File: config.mk
export PLATFORM = sky130hd
export DESIGN_NAME = matmul_result_dumper_flat
export DESIGN_NICKNAME = d
export VERILOG_FILES = /design/src/rtl/matmul_result_dumper_if.sv /design/src/rtl/matmul_result_dumper.sv /design/src/flat_wrapper.sv
export SDC_FILE = /design/constraint.sdc
export NUM_CORES = 1
export LEC_CHECK = 0
export BUFFER_PORTS_ARGS = -buffer_cell sky130_fd_sc_hd__buf_2
export CAP_MARGIN = 15
export CORE_MARGIN = 2
export CORE_UTILIZATION = 40
export DETAILED_ROUTE_END_ITERATION = 8
export PLACE_DENSITY = 0.62
export SYNTH_ARGS = -nofsm -noshare
export SYNTH_HDL_FRONTEND = slang
export SYNTH_SLANG_ARGS = --single-unit
File: constraint.sdc
create_clock -name CLOCK_50 -period 3.9 [get_ports CLOCK_50]
set_clock_uncertainty 0.1 [all_clocks]
set_input_delay 0 -clock CLOCK_50 [delete_from_list [all_inputs] [get_ports CLOCK_50]]
set_output_delay 0 -clock CLOCK_50 [all_outputs]
set_load 0.1 [all_outputs]
File: src/rtl/matmul_result_dumper_if.sv
// Data-memory read port plus the valid/ready result stream, bundled so the
// dumper and its host-side consumer share one port.
interface matmul_result_dumper_if;
    logic [31:0] mem_addr;
    logic [7:0]  mem_rd0;
    logic [7:0]  mem_rd1;
    logic [7:0]  mem_rd2;
    logic [7:0]  mem_rd3;
    logic [31:0] out_data;
    logic        out_valid;
    logic        out_ready;
    logic        out_last;

    modport master (
        output mem_addr,
        input  mem_rd0,
        input  mem_rd1,
        input  mem_rd2,
        input  mem_rd3,
        output out_data,
        output out_valid,
        input  out_ready,
        output out_last
    );

    modport slave (
        input  mem_addr,
        output mem_rd0,
        output mem_rd1,
        output mem_rd2,
        output mem_rd3,
        input  out_data,
        input  out_valid,
        output out_ready,
        input  out_last
    );
endinterface

File: src/rtl/matmul_result_dumper.sv
// Waits for the core's program-end edge, then streams a cycle/instruction header,
// every result-matrix word from data memory, and a closing checksum word.
module matmul_result_dumper #(
    parameter int unsigned M        = 3,
    parameter int unsigned N        = 4,
    parameter int unsigned N2       = 1,
    parameter int unsigned RES_BASE = M*N*4 + N*N2*4
) (
    input  logic                          CLOCK_50,
    input  logic                          reset,
    input  logic                          cpu_done,
    input  logic [15:0]                   cpu_clock_count,
    input  logic [15:0]                   cpu_instr_cnt,
    matmul_result_dumper_if.master        bus,
    output logic                          busy,
    output logic                          dump_done,
    output logic [31:0]                   checksum
);

    localparam int unsigned WORDS = M*N2;
    localparam int unsigned CNT_W = $clog2(WORDS + 1);
    localparam logic [CNT_W-1:0] LAST_IDX = CNT_W'(WORDS - 1);
    localparam logic [31:0] BASE_ADDR = 32'(RES_BASE);

    typedef enum logic [2:0] {
        IDLE,
        HDR,
        RD,
        SEND,
        CSUM,
        FIN
    } state_t;

    state_t           state_q, state_d;
    logic             done_q, done_d;
    logic             armed_q, armed_d;
    logic [CNT_W-1:0] wordCnt_q, wordCnt_d;
    logic [31:0]      addr_q, addr_d;
    logic [31:0]      data_q, data_d;
    logic             valid_q, valid_d;
    logic             last_q, last_d;
    logic             busy_q, busy_d;
    logic             dumpDone_q, dumpDone_d;
    logic [31:0]      csum_q, csum_d;

    logic             trigger;
    logic             accept;
    logic [31:0]      memWord;

    // armed_q only rises once cpu_done has been seen low after reset, so a level
    // that is already high when reset releases cannot masquerade as an edge.
    assign trigger = cpu_done && !done_q && armed_q;
    assign accept  = valid_q && bus.out_ready;
    assign memWord = {bus.mem_rd0, bus.mem_rd1, bus.mem_rd2, bus.mem_rd3};

    always_ff @(posedge CLOCK_50) begin
        if (reset) begin
            state_q    <= IDLE;
            done_q     <= 1'b0;
            armed_q    <= 1'b0;
            wordCnt_q  <= '0;
            addr_q     <= '0;
            data_q     <= '0;
            valid_q    <= 1'b0;
            last_q     <= 1'b0;
            busy_q     <= 1'b0;
            dumpDone_q <= 1'b0;
            csum_q     <= '0;
        end else begin
            state_q    <= state_d;
            done_q     <= done_d;
            armed_q    <= armed_d;
            wordCnt_q  <= wordCnt_d;
            addr_q     <= addr_d;
            data_q     <= data_d;
            valid_q    <= valid_d;
            last_q     <= last_d;
            busy_q     <= busy_d;
            dumpDone_q <= dumpDone_d;
            csum_q     <= csum_d;
        end
    end

    always_comb begin
        state_d    = state_q;
        done_d     = cpu_done;
        armed_d    = armed_q || !cpu_done;
        wordCnt_d  = wordCnt_q;
        addr_d     = addr_q;
        data_d     = data_q;
        valid_d    = valid_q;
        last_d     = last_q;
        busy_d     = busy_q;
        dumpDone_d = dumpDone_q;
        csum_d     = csum_q;

        unique case (state_q)
            IDLE: begin
                if (trigger) begin
                    data_d    = {cpu_clock_count, cpu_instr_cnt};
                    valid_d   = 1'b1;
                    busy_d    = 1'b1;
                    addr_d    = BASE_ADDR;
                    wordCnt_d = '0;
                    csum_d    = '0;
                    state_d   = HDR;
                end
            end
            HDR: begin
                if (accept) begin
                    valid_d = 1'b0;
                    state_d = RD;
                end
            end
            // mem_addr has been stable since the previous accept, so the combinational read is settled here.
            RD: begin
                data_d  = memWord;
                csum_d  = csum_q + memWord;
                valid_d = 1'b1;
                state_d = SEND;
            end
            SEND: begin
                if (accept) begin
                    wordCnt_d = wordCnt_q + CNT_W'(1);
                    addr_d    = addr_q + 32'd4;
                    if (wordCnt_q == LAST_IDX) begin
                        data_d  = csum_q;
                        valid_d = 1'b1;
                        last_d  = 1'b1;
                        state_d = CSUM;
                    end else begin
                        valid_d = 1'b0;
                        state_d = RD;
                    end
                end
            end
            CSUM: begin
                if (accept) begin
                    valid_d    = 1'b0;
                    last_d     = 1'b0;
                    busy_d     = 1'b0;
                    dumpDone_d = 1'b1;
                    state_d    = FIN;
                end
            end
            FIN: begin
                state_d = FIN;
            end
            default: begin
                state_d = IDLE;
            end
        endcase
    end

    assign bus.mem_addr  = addr_q;
    assign bus.out_data  = data_q;
    assign bus.out_valid = valid_q;
    assign bus.out_last  = last_q;
    assign busy          = busy_q;
    assign dump_done     = dumpDone_q;
    assign checksum      = csum_q;

endmodule
File: src/flat_wrapper.sv
// flat-port wrapper written by rule: the top's interface ports become plain ports
module matmul_result_dumper_flat 
#(
    parameter int unsigned M        = 3,
    parameter int unsigned N        = 4,
    parameter int unsigned N2       = 1,
    parameter int unsigned RES_BASE = M*N*4 + N*N2*4
)
  (CLOCK_50, reset, cpu_done, cpu_clock_count, cpu_instr_cnt, busy, dump_done, checksum, bus_mem_addr, bus_mem_rd0, bus_mem_rd1, bus_mem_rd2, bus_mem_rd3, bus_out_data, bus_out_valid, bus_out_ready, bus_out_last);
  matmul_result_dumper_if bus_i ();
  input  logic CLOCK_50;
  input  logic reset;
  input  logic cpu_done;
  input  logic [15:0] cpu_clock_count;
  input  logic [15:0] cpu_instr_cnt;
  output logic busy;
  output logic dump_done;
  output logic [31:0] checksum;
  output wire logic [$bits(bus_i.mem_addr)-1:0] bus_mem_addr;
  input wire logic [$bits(bus_i.mem_rd0)-1:0] bus_mem_rd0;
  input wire logic [$bits(bus_i.mem_rd1)-1:0] bus_mem_rd1;
  input wire logic [$bits(bus_i.mem_rd2)-1:0] bus_mem_rd2;
  input wire logic [$bits(bus_i.mem_rd3)-1:0] bus_mem_rd3;
  output wire logic [$bits(bus_i.out_data)-1:0] bus_out_data;
  output wire logic [$bits(bus_i.out_valid)-1:0] bus_out_valid;
  input wire logic [$bits(bus_i.out_ready)-1:0] bus_out_ready;
  output wire logic [$bits(bus_i.out_last)-1:0] bus_out_last;
  assign bus_mem_addr = bus_i.mem_addr;
  assign bus_i.mem_rd0 = bus_mem_rd0;
  assign bus_i.mem_rd1 = bus_mem_rd1;
  assign bus_i.mem_rd2 = bus_mem_rd2;
  assign bus_i.mem_rd3 = bus_mem_rd3;
  assign bus_out_data = bus_i.out_data;
  assign bus_out_valid = bus_i.out_valid;
  assign bus_i.out_ready = bus_out_ready;
  assign bus_out_last = bus_i.out_last;
  matmul_result_dumper #(.M(M), .N(N), .N2(N2), .RES_BASE(RES_BASE)) u_core (.CLOCK_50(CLOCK_50), .reset(reset), .cpu_done(cpu_done), .cpu_clock_count(cpu_clock_count), .cpu_instr_cnt(cpu_instr_cnt), .bus(bus_i), .busy(busy), .dump_done(dump_done), .checksum(checksum));
endmodule
* Word level (Yosys, flattened, before mapping)
Index checks and enable logic that the tools add are counted.
** Word-level totals
- Memories kept :: 0
- Memory bits (read-only) :: 0
- Flip-flop bits (word level) :: 107
- Output and inout bits :: 100
- Input port bits :: 68
- Bits in latches :: 0
- RAM bits :: 0
** Cells by class
- Multipliers :: 0
- Add/sub/neg operators :: 3
- Equal/unequal tests :: 12
- Div/mod/pow operators :: 0
- Order comparisons :: 0
- Bitwise gates (word level) :: 0
- Shifts and indexed selects :: 0
- Reduce and logical (&&, ||, !) cells :: 22
- Mux-type cells :: 27
** Operator list (number)
- 32-bit 2-to-1 mux :: 6
- 32-bit one-hot mux with 2 select lines :: 2
- 32-bit one-hot mux with 3 select lines :: 1
- 32-bit by 3-bit adder with 32-bit output, second input constant :: 1
- 32-bit adder :: 1
- 3-bit one-hot mux with 6 select lines :: 1
- 4-bit AND reduction :: 4
- 3-bit 2-to-1 mux :: 5
- 2-bit by 1-bit != test with 1-bit output, second input constant :: 6
- 2-bit nonzero test :: 4
- 3-bit by 2-bit == test with 1-bit output, second input constant :: 2
- 3-bit == test, second input constant :: 2
- 1-bit 2-to-1 mux :: 6
- 3-bit AND reduction :: 2
- 2-bit 2-to-1 mux :: 2
- 1-bit one-hot mux with 2 select lines :: 2
- 1-bit one-hot mux with 4 select lines :: 1
- 2-bit one-hot mux with 2 select lines :: 1
- 2-bit AND reduction :: 2
- 4-bit nonzero test :: 1
- 3-bit by 1-bit == test with 1-bit output, second input constant :: 1
- 1-bit logical AND :: 3
- 3-bit logical NOT :: 1
- 3-bit nonzero test :: 1
- other kinds (5) :: 6

* Longest topological paths before layout
Gate-level depths: netlist of the first run.
- Depth in word-level cells :: 5
- Gate-level depth with buffers :: 13

* Worst setup path before layout of the first run
Ideal clock, no wire load.
- Kind :: flip-flop to flip-flop
- Start point :: register u_core.csum_q[2] (netlist: u_core.checksum[2])
- End point :: register u_core.csum_q[28] (netlist: u_core.checksum[28])
- Clock period less this slack :: 3491 ps
- Setup time :: 118 ps
- Path buffers :: 0
- Stages on the path, launching flop included :: 12
- Data required time :: 3682 ps
- Arrival time :: 3274 ps
- Path slack :: 409 ps
- Cells stage by stage :: dfxtp_1 ha_1 nor2b_1 o21a_1 o21a_1 o41ai_2 o21bai_1 a221oi_2 o21ai_2 o41ai_2 xnor2_1 a22o_1
** Between the ends
- Longest elaborated chain between the ends :: 2
** Ends and longest elaborated chain
- start, declared :: RTL line matmul_result_dumper.sv:44 : logic [31:0] csum_q, csum_d;
- start signal, assigned :: RTL line matmul_result_dumper.sv:80 : csum_q <= csum_d;
- 32-bit adder :: RTL line matmul_result_dumper.sv:118 : csum_d = csum_q + memWord;
- 32-bit one-hot mux with 2 select lines :: RTL line matmul_result_dumper.sv:97 : unique case (state_q)
No other way between the ends.
A chain may end at the register's enable or synchronous reset.

* Final worst setup path of the first run
- Start point :: register u_core.csum_q[1] (netlist: u_core.checksum[1])
- End point :: register u_core.csum_q[31] (netlist: u_core.checksum[31])
Same word-level chain as after synthesis.

==> results of run 1 <==
[flip-flops by register name, indices dropped and copies added (netlist names)]
name	flops
u_core.bus.out_valid	1
u_core.dump_done	1
u_core.armed_q	1
u_core.wordCnt_q	2
u_core.busy	1
u_core.bus.out_last	1
u_core.bus.mem_addr	30
u_core.state_q	3
u_core.checksum	32
u_core.bus.out_data	32
u_core.done_q	1
[area by class of cell]
| cell class | instances | area [um^2] | share of cell area |
|---|---|---|---|
| multi-input cells | 608 | 3846 | 0.4941 |
| inverters | 18 | 67.56 | 0.008679 |
| clock buffers | 10 | 229.0 | 0.02941 |
| clock inverters | 5 | 57.56 | 0.007393 |
| flip-flops and latches | 105 | 2103 | 0.2702 |
| repair buffers | 208 | 1246 | 0.1601 |
| well taps | 188 | 235.2 | 0.03022 |
[power by group]
part / internal (mW) / switching [mW] / leakage, nW / total (mW)
logic: 0.139 / 0.307 / 2.49 / 0.446
registers: 1.09 / 0.0117 / 0.849 / 1.10
clock network: 0.495 / 0.418 / 0.142 / 0.914
[layout by cell type, fill, tap and decap left out, types with 3 or more instances in the layout]
master         count
ha_1              33
clkbuf_16          9
nand2_1           48
o21ai_1            4
nand3_1           19
nor2_1           137
dlygate4sd3_1     34
xnor2_1           22
inv_1             17
a22oi_1           11
o21a_1             3
or3_1              5
o21bai_1           6
dfxtp_1          104
a21oi_1           90
mux2i_1           34
nor3_1            11
o21ai_0           33
nand2b_1           5
buf_4              8
and3_1             4
a211oi_1          35
and4_1             3
nor2b_1            7
xor2_1            29
a21o_1            15
a32oi_1            3
nand4_1           10
o211ai_1           7
buf_2            165
[kinds of logic after synthesis]
group                      Yosys count  share of synthesized area
adders and majority gates           34                    0.07014
xor gates and xnor gates            51                    0.07237
other                                1                  0.0006076
muxes                               34                    0.05514
AOI/OAI and AO/OA                  222                     0.2260
DFF                                105                     0.3406
and+or+nand+nor                    265                     0.1944
buffers and inverters               61                    0.04074
[final timing paths]
check	startpoint	end	cells after the start
setup / recovery	u_core.checksum[1]$_SDFFE_PP0P_	u_core.checksum[31]$_SDFFE_PP0P_	11
hold / removal	cpu_instr_cnt[14]	u_core.bus.out_data[14]$_SDFFE_PP0P_	5
setup reg to reg	u_core.checksum[1]$_SDFFE_PP0P_	u_core.checksum[31]$_SDFFE_PP0P_	11
hold reg to reg	u_core.dump_done$_SDFFE_PP0P_	u_core.dump_done$_SDFFE_PP0P_	2
[per-layer routing]
metal	GRT usage	up-vias	share of wire
met5	0	-	0
met4	0.05947	0	0.014
met3	0.04508	16	0.043
met2	0.3545	125	0.47
met1	0.2712	2811	0.47
li1	-	3086	-
[stage by stage]
stage               power [mW]  instance area, um^2  setup slack, ns
floorplan                1.443                 6176           0.4086
global placement         1.546                 7158           0.9038
detailed placement       1.547                 7158           0.8129
CTS                      2.485                 7785           0.7983
global route             2.578                 7785           0.5659
finish                   2.463                 7785           0.7738
[repair_timing]
item                      CTS  global route
resized for setup           0             0
hold endpoints to repair   36             0
hold buffers               34             0
[critical path, delay by kind of cell, from the launching register on]
kind,cells,cell delay [ns]
AO/OA/AOI/OAI,7,1.88
flip-flops,1,0.39
adder cells (fa/ha/maj),1,0.26
AND/OR/NAND/NOR,2,0.24
multiplexers,1,0.14
==> reports/results.ini, run 1 <==
[global_routing]
grt_start_max_net_pins=66
grt_pass1_wl_um=28080
overflow=0
grtUsageTotal=0.2104
grt_pass1_vias=5753
antenna_found_initial=0

[worst_setup_path]
startpoint_type=register
crit_chain=ha_1 -> a211oi_1 -> o211ai_1 -> a221oi_2 -> nor3_1 -> o31ai_1 -> o21ai_1 -> a21o_1 -> a21o_1 -> mux2i_1 -> nand3_1
critPathKind=register to register
worst_ep_required_time_ns=4.04
crit_arrival_ns=3.27
crit_path_max_fanout=5
cp_slowest_cell=a221oi_2
rrSetupSlack_ns=0.77
endpoint_kind=register
crit_path_frequent_cell=a21o_1
max_stage_delay_ns=0.49

[yosys]
ys_async_sr_fraction=0
netlist_instances=773
avgSynthCellArea_um2=7.985
ys.flop_type=dfxtp_1
yosys.area.top_type=dfxtp_1
synthTopCellsByCount=nor2_1 (137), dfxtp_1 (105), a21oi_1 (90), nand2_1 (48), a211oi_1 (35)
synthesis.area_mm2=0.006172
synth.yosys.seq_area_share=0.3406
netlist.area_leader.share=0.3406
yosysMostFrequentCell=nor2_1
synth-edff-count=0
synthDistinctLibCells=55
yosys-top-cells-area=dfxtp_1 (34%), nor2_1 (8.3%), a21oi_1 (7.3%)
ys_warn_count=0
synth_seq_cells=105

[cts]
cts_buffer_depth=2
cts.sinks=105
cts_root_buffer=clkbuf_16
postCtsSetupBuffers=0
clock_latency_ns=0.35
cts-htree-levels=3
cts_buffers=9
path_clk_slew_ns=0.07
cts_tree=built

[cells_and_area]
final_util=0.5140
nets=1052
layout-drive-gt1-share=0.2180
fin_cells=1142
syn2layout_area_growth_pct=26.13
diodes=0
nFillCells=1473

[power_and_ir_drop]
ir_drop_v=0.0002204
power.density_mw_per_mm2=316.4
power_leakage_nw=3.483

[sta]
rsz0062_at_grt=no
setup_tns_ns=0
min_period_ns=3.126
slew_violations=0
setup_viol=0
fin_hold_ws_ns=0.01944
hold_viol=0
post-route-period-util=0.8016
maxSlewHeadroom=0.3255
fmax_ghz=0.3199
tightest_slew_ns=1.012

[placement]
gp_congestion=0.9160
io_buffers=165
hpwl_um=12390
dp.cells=1093

[floorplanning]
die-area_mm2=0.01644
io_pins=168
row_count=45
fp.dieW_um=128.2
initial_core_util=0.4075
coreArea_mm2=0.01515
fp.dieH_um=128.2

[drt]
vias=6038
routed_wl_um=17050
drt_iter0_drc=217
drtPass1Iterations=4
ant_nets=0
drc_errors=0
avgRoutedWirePerCell_um=14.93
post_drt_via_cell_ratio=5.287

[run]
maxCapViolations=0

[hold_path]
holdCritPathClass=input port to register

[run_status]
status=finished, final reports clean

(Power assumes the default switching activity.)
==> inputs of run 2 (changes only) <==
- clock period: 3.9 -> 3.17 ns (I/O delays scaled with it)
==> reports/results.ini, run 2 (synthesized netlist as in run 1, its figures left out) <==
[floorplanning]
fp.dieH_um=128.2  ; unchanged
row_count=45  ; unchanged
coreArea_mm2=0.01515  ; unchanged
die-area_mm2=0.01644  ; unchanged
initial_core_util=0.4075  ; unchanged
fp.dieW_um=128.2  ; unchanged
io_pins=168  ; unchanged

[drt]
avgRoutedWirePerCell_um=14.70  ; -1.6%
drtPass1Iterations=4  ; unchanged
ant_nets=0  ; unchanged
post_drt_via_cell_ratio=5.161  ; -2.4%
routed_wl_um=16970  ; -0.45%
drc_errors=0  ; unchanged
drt_iter0_drc=172  ; -21%
vias=5961  ; -1.3%

[global_routing]
use_met1=0.2601  ; -0.01108
met2_usage=0.3617  ; +0.007196
grt_busiest_layer=met2
met3_usage=0.04174  ; -0.003339
grt_start_max_net_pins=66  ; unchanged
overflow=0  ; unchanged
grt_pass1_vias=5663  ; -1.6%
antenna_found_initial=0  ; unchanged
grtUsageTotal=0.2074  ; -0.002953
grt_pass1_wl_um=27680  ; -1.4%

[cts]
cts.sinks=105  ; unchanged
path_clk_slew_ns=0.08  ; about the same
cts_buffers=9  ; unchanged
cts_buffer_depth=2  ; unchanged
cts-htree-levels=3  ; unchanged
cts_tree=built
cts_root_buffer=clkbuf_16
clock_latency_ns=0.36  ; about the same

[cells_and_area]
layout_commonest_cell=buf_2
layout-drive-gt1-share=0.2461  ; +0.02809
syn2layout_area_growth_pct=28.50
layout_common_cells=buf_2 (165), nor2_1 (137), dfxtp_1 (91)
diodes=0  ; unchanged
nFillCells=1498  ; +1.7%
nets=1064  ; +1.1%

[worst_setup_path]
crit_chain=ha_2 -> inv_1 -> fa_2 -> nor2b_1 -> o21a_1 -> o21a_4 -> o41ai_4 -> o21bai_2 -> a221oi_2 -> o21ai_2 -> o41ai_2 -> xnor2_1 -> a22o_1
cp_slowest_cell=dfxtp_2
worst_ep_required_time_ns=3.32  ; -0.72 ns
max_stage_delay_ns=0.34  ; -0.15 ns
startpoint_type=register
crit_arrival_ns=3.12  ; -0.15 ns
crit_path_max_fanout=5  ; unchanged
endpoint_kind=register
critPathKind=register to register

[sta]
slew_violations=0  ; unchanged
setup_tns_ns=0  ; unchanged
rsz0062_at_grt=no
setup_viol=0  ; unchanged
min_period_ns=2.972  ; -0.1541 ns
tightest_slew_ns=0.6998  ; -0.3120 ns
hold_viol=0  ; unchanged
post-route-period-util=0.9376  ; +0.1360
fmax_ghz=0.3365  ; +5.2%
maxSlewHeadroom=0.5335  ; +0.2080

[hold_path]
holdCritPathClass=input port to register

[power_and_ir_drop]
finalPower_mw=3.082  ; +25%
power_leakage_nw=3.556  ; +2.1%
power.density_mw_per_mm2=388.6  ; +23%
ir_drop_v=0.0003005  ; +36%

[placement]
gp_congestion=0.8779  ; -4.2%
io_buffers=165  ; unchanged
hpwl_um=12250  ; -1.2%

[run]
maxCapViolations=0  ; unchanged

[run_status]
status=finished, final reports clean

-- run 2: final timing paths --
path / slack [ns] / depth (start not counted) / endpoint / startpoint
hold reg to reg: 0.34 / 2 / u_core.dump_done$_SDFFE_PP0P_ / u_core.dump_done$_SDFFE_PP0P_
setup reg to reg: 0.20 / 13 / u_core.checksum[28]$_SDFFE_PP0P_ / u_core.checksum[0]$_SDFFE_PP0P_
setup / recovery: 0.20 / 13 / u_core.checksum[28]$_SDFFE_PP0P_ / u_core.checksum[0]$_SDFFE_PP0P_
hold / removal: 0.02 / 5 / u_core.bus.out_data[21]$_SDFFE_PP0P_ / cpu_clock_count[5]
-- run 2: timing repair --
item / 4_1_cts / 5_1_grt
endpoints found under the setup margin: 0 / 1
hold endpoints to repair: 37 / 0
hold buffers: 35 / 0
setup buffers: 0 / 4
resized for setup: 0 / 6
-- run 2: worst max-delay path, delay by kind of cell, from the launching register on --
family	cells	cell delay [ns]
compound gates	8	1.80
xor+xnor	1	0.11
fa+ha+maj	2	0.39
buf+inv	1	0.07
flops	1	0.34
simple gates	1	0.05
-- run 2: area by class of cell --
| class | count | area [um^2] | share of cell area |
|---|---|---|---|
| timing repair buffer | 220 | 1326 | 0.1672 |
| tap | 188 | 235.2 | 0.02966 |
| sequential | 105 | 2120 | 0.2672 |
| clock buffer | 9 | 225.2 | 0.02840 |
| inverter | 18 | 67.56 | 0.008519 |
| multi-input combinational | 608 | 3874 | 0.4884 |
| clock inverter | 7 | 83.83 | 0.01057 |
-- run 2: routing by layer --
layer,share of wire,vias to the layer above
met5,0,-
met4,0.015,0
met3,0.041,22
met2,0.48,130
met1,0.46,2694
li1,-,3115
-- run 2: power by group --
| part | internal, mW | total [mW] | switching (mW) |
|---|---|---|---|
| clock | 0.629 | 1.18 | 0.547 |
| combinational | 0.171 | 0.549 | 0.378 |
| sequential | 1.34 | 1.36 | 0.0147 |
| total | 2.14 | 3.08 | 0.939 |
-- run 2: metrics by stage --
stage	utilization	hold WS (ns)	setup slack, ns	area (um^2)	cells
4_1_cts	0.5199	0.007303	0.2087	7874	1151
6_report	0.5237	0.01813	0.1979	7931	1155
5_1_grt	0.5237	0.06435	0.01348	7931	1155
3_5_place_dp	0.4763	0.1099	0.2322	7214	1100
3_3_place_gp	0.4763	0.1107	0.3104	7214	1100
2_1_floorplan	-	-0.008226	0.03197	6192	774
==> inputs of run 3 (changes only) <==
- CORE_UTILIZATION: 40 -> 25
- PLACE_DENSITY: 0.62 -> 0.42
==> reports/results.ini, run 3 (synthesized netlist as in run 1, its figures left out) <==
[run_status]
status=finished, final reports clean

[floorplanning]
die-area_mm2=0.02596  ; +58%
io_pins=168  ; unchanged
fp.dieH_um=161.1  ; +26%
row_count=57  ; +27%
coreArea_mm2=0.02425  ; +60%
fp.dieW_um=161.1  ; +26%
initial_core_util=0.2545  ; -0.1530

[sta]
setup_tns_ns=0  ; unchanged
maxSlewHeadroom=0.5267  ; -0.006794
rsz0062_at_grt=no
tightest_slew_ns=0.7100  ; +0.01019 ns
slew_violations=0  ; unchanged
hold_viol=0  ; unchanged
fin_hold_ws_ns=0.01555  ; -0.002579 ns
setup_viol=0  ; unchanged
min_period_ns=2.971  ; -0.001606 ns
fmax_ghz=0.3366  ; about the same
post-route-period-util=0.9371  ; about the same
setup_ws_ns=0.1995  ; +0.001606 ns

[cts]
path_clk_slew_ns=0.08  ; about the same
cts_buffers=9  ; unchanged
cts_tree=built
cts_root_buffer=clkbuf_16
cts.sinks=105  ; unchanged
clock_latency_ns=0.35  ; about the same
cts_buffer_depth=2  ; unchanged
cts-htree-levels=3  ; unchanged

[global_routing]
grt_start_max_net_pins=66  ; unchanged
grt_pass1_vias=5851  ; +3.3%
grtUsageTotal=0.1515  ; -0.05594
grt_pass1_wl_um=31420  ; +13%
overflow=0  ; unchanged
antenna_found_initial=1  ; +1

[cells_and_area]
final_cell_area_mm2=0.008038  ; +1.3%
layout_common_cells=buf_2 (165), nor2_1 (137), dfxtp_1 (91)
nets=1059  ; -0.47%
regArea_mm2=0.002120  ; unchanged
multi_input_area_mm2=0.003866  ; -0.19%
layout_commonest_cell=buf_2
fin_cells=1286  ; +11%
diodes=0  ; unchanged
layout-drive-gt1-share=0.2432  ; -0.002879
syn2layout_area_growth_pct=30.23
final_util=0.3315  ; -0.1922
nFillCells=2638  ; +76%

[placement]
dp.cells=1236  ; +12%
place_ws_ns=0.1584  ; -0.07378 ns
io_buffers=165  ; unchanged
hpwl_um=14640  ; +20%
gp_congestion=0.7917  ; -9.8%
post_dp_cell_area_mm2=0.007397  ; +2.5%

[drt]
ant_nets=0  ; unchanged
avgRoutedWirePerCell_um=15.42  ; +5.0%
post_drt_via_cell_ratio=4.690  ; -9.1%
drt_iter0_drc=296  ; +72%
routed_wl_um=19830  ; +17%
drc_errors=0  ; unchanged
vias=6031  ; +1.2%
drtPass1Iterations=4  ; unchanged

[worst_setup_path]
critPathKind=input port to register
endpoint_kind=register
startpoint_type=input port
crit_arrival_ns=3.12  ; about the same
crit_path_max_fanout=5  ; unchanged
worst_ep_required_time_ns=3.32  ; about the same

[power_and_ir_drop]
netSwitchingPower_mw=0.9681  ; +3.1%
swShare=0.3193  ; +0.01454
power.density_mw_per_mm2=377.3  ; -2.9%
ir_drop_v=0.0002018  ; -33%
clkPwrFrac=0.368  ; -0.013
internal_power_mw=2.064  ; -3.7%
finalPower_mw=3.032  ; -1.6%
combPwrFrac=0.184  ; +0.006
power_leakage_nw=3.536  ; -0.55%
seqPwrFrac=0.448  ; +0.008

[hold_path]
holdCritPathClass=input port to register

[run]
maxCapViolations=0  ; unchanged

-- run 3: what timing repair did --
item	in CTS	in global routing
endpoints found under the hold margin	33	0
setup buffers	0	2
hold buffers	32	0
resized for setup	0	4
endpoints found under the setup margin	0	4
-- run 3: cell type report --
cell class,count,share of cell area
Clock buffer,9,0.02802
Clock inverter,7,0.007472
Inverter,18,0.008406
Multi-Input combinational cell,608,0.4810
Sequential cell,105,0.2637
Tap cell,324,0.05044
Timing Repair Buffer,215,0.1610
-- run 3: worst paths after layout --
| kind | from | endpoint | slack, ns | depth (start not counted) |
|---|---|---|---|---|
| worst max-delay path | bus_mem_rd3[0] | u_core.checksum[28]$_SDFFE_PP0P_ | 0.20 | 15 |
| worst min-delay path | cpu_clock_count[14] | u_core.bus.out_data[30]$_SDFFE_PP0P_ | 0.02 | 5 |
| worst max register to register | u_core.checksum[0]$_SDFFE_PP0P_ | u_core.checksum[28]$_SDFFE_PP0P_ | 0.22 | 13 |
| worst min register to register | u_core.dump_done$_SDFFE_PP0P_ | u_core.dump_done$_SDFFE_PP0P_ | 0.35 | 2 |
-- run 3: per-layer routing --
metal  part of all wire  up-vias  track usage
met5            0.00081        -            0
met4              0.018        2      0.04221
met3              0.045       25      0.03082
met2               0.46      133       0.2526
met1               0.47     2773       0.1989
li1                   -     3098            -
-- run 3: power groups by stage --
stage / combinational [mW] / clock [mW] / sequential [mW]
CTS: 0.566 / 1.18 / 1.36
global route: 0.605 / 1.22 / 1.36
global placement: 0.535 / 0 / 1.39
finish: 0.558 / 1.12 / 1.36
floorplan: 0.229 / 0 / 1.55
detailed placement: 0.533 / 0 / 1.39
-- run 3: critical path, cell delays in order --
cell,delay [ns]
dlygate4sd3_1,0.56
buf_2,0.14
ha_1,0.23
inv_1,0.08
fa_1,0.20
nor2b_1,0.06
o21a_1,0.17
o21a_1,0.26
o41ai_4,0.29
o21bai_2,0.15
a221oi_2,0.34
o21ai_2,0.12
o41ai_2,0.25
xnor2_1,0.10
a22o_1,0.19
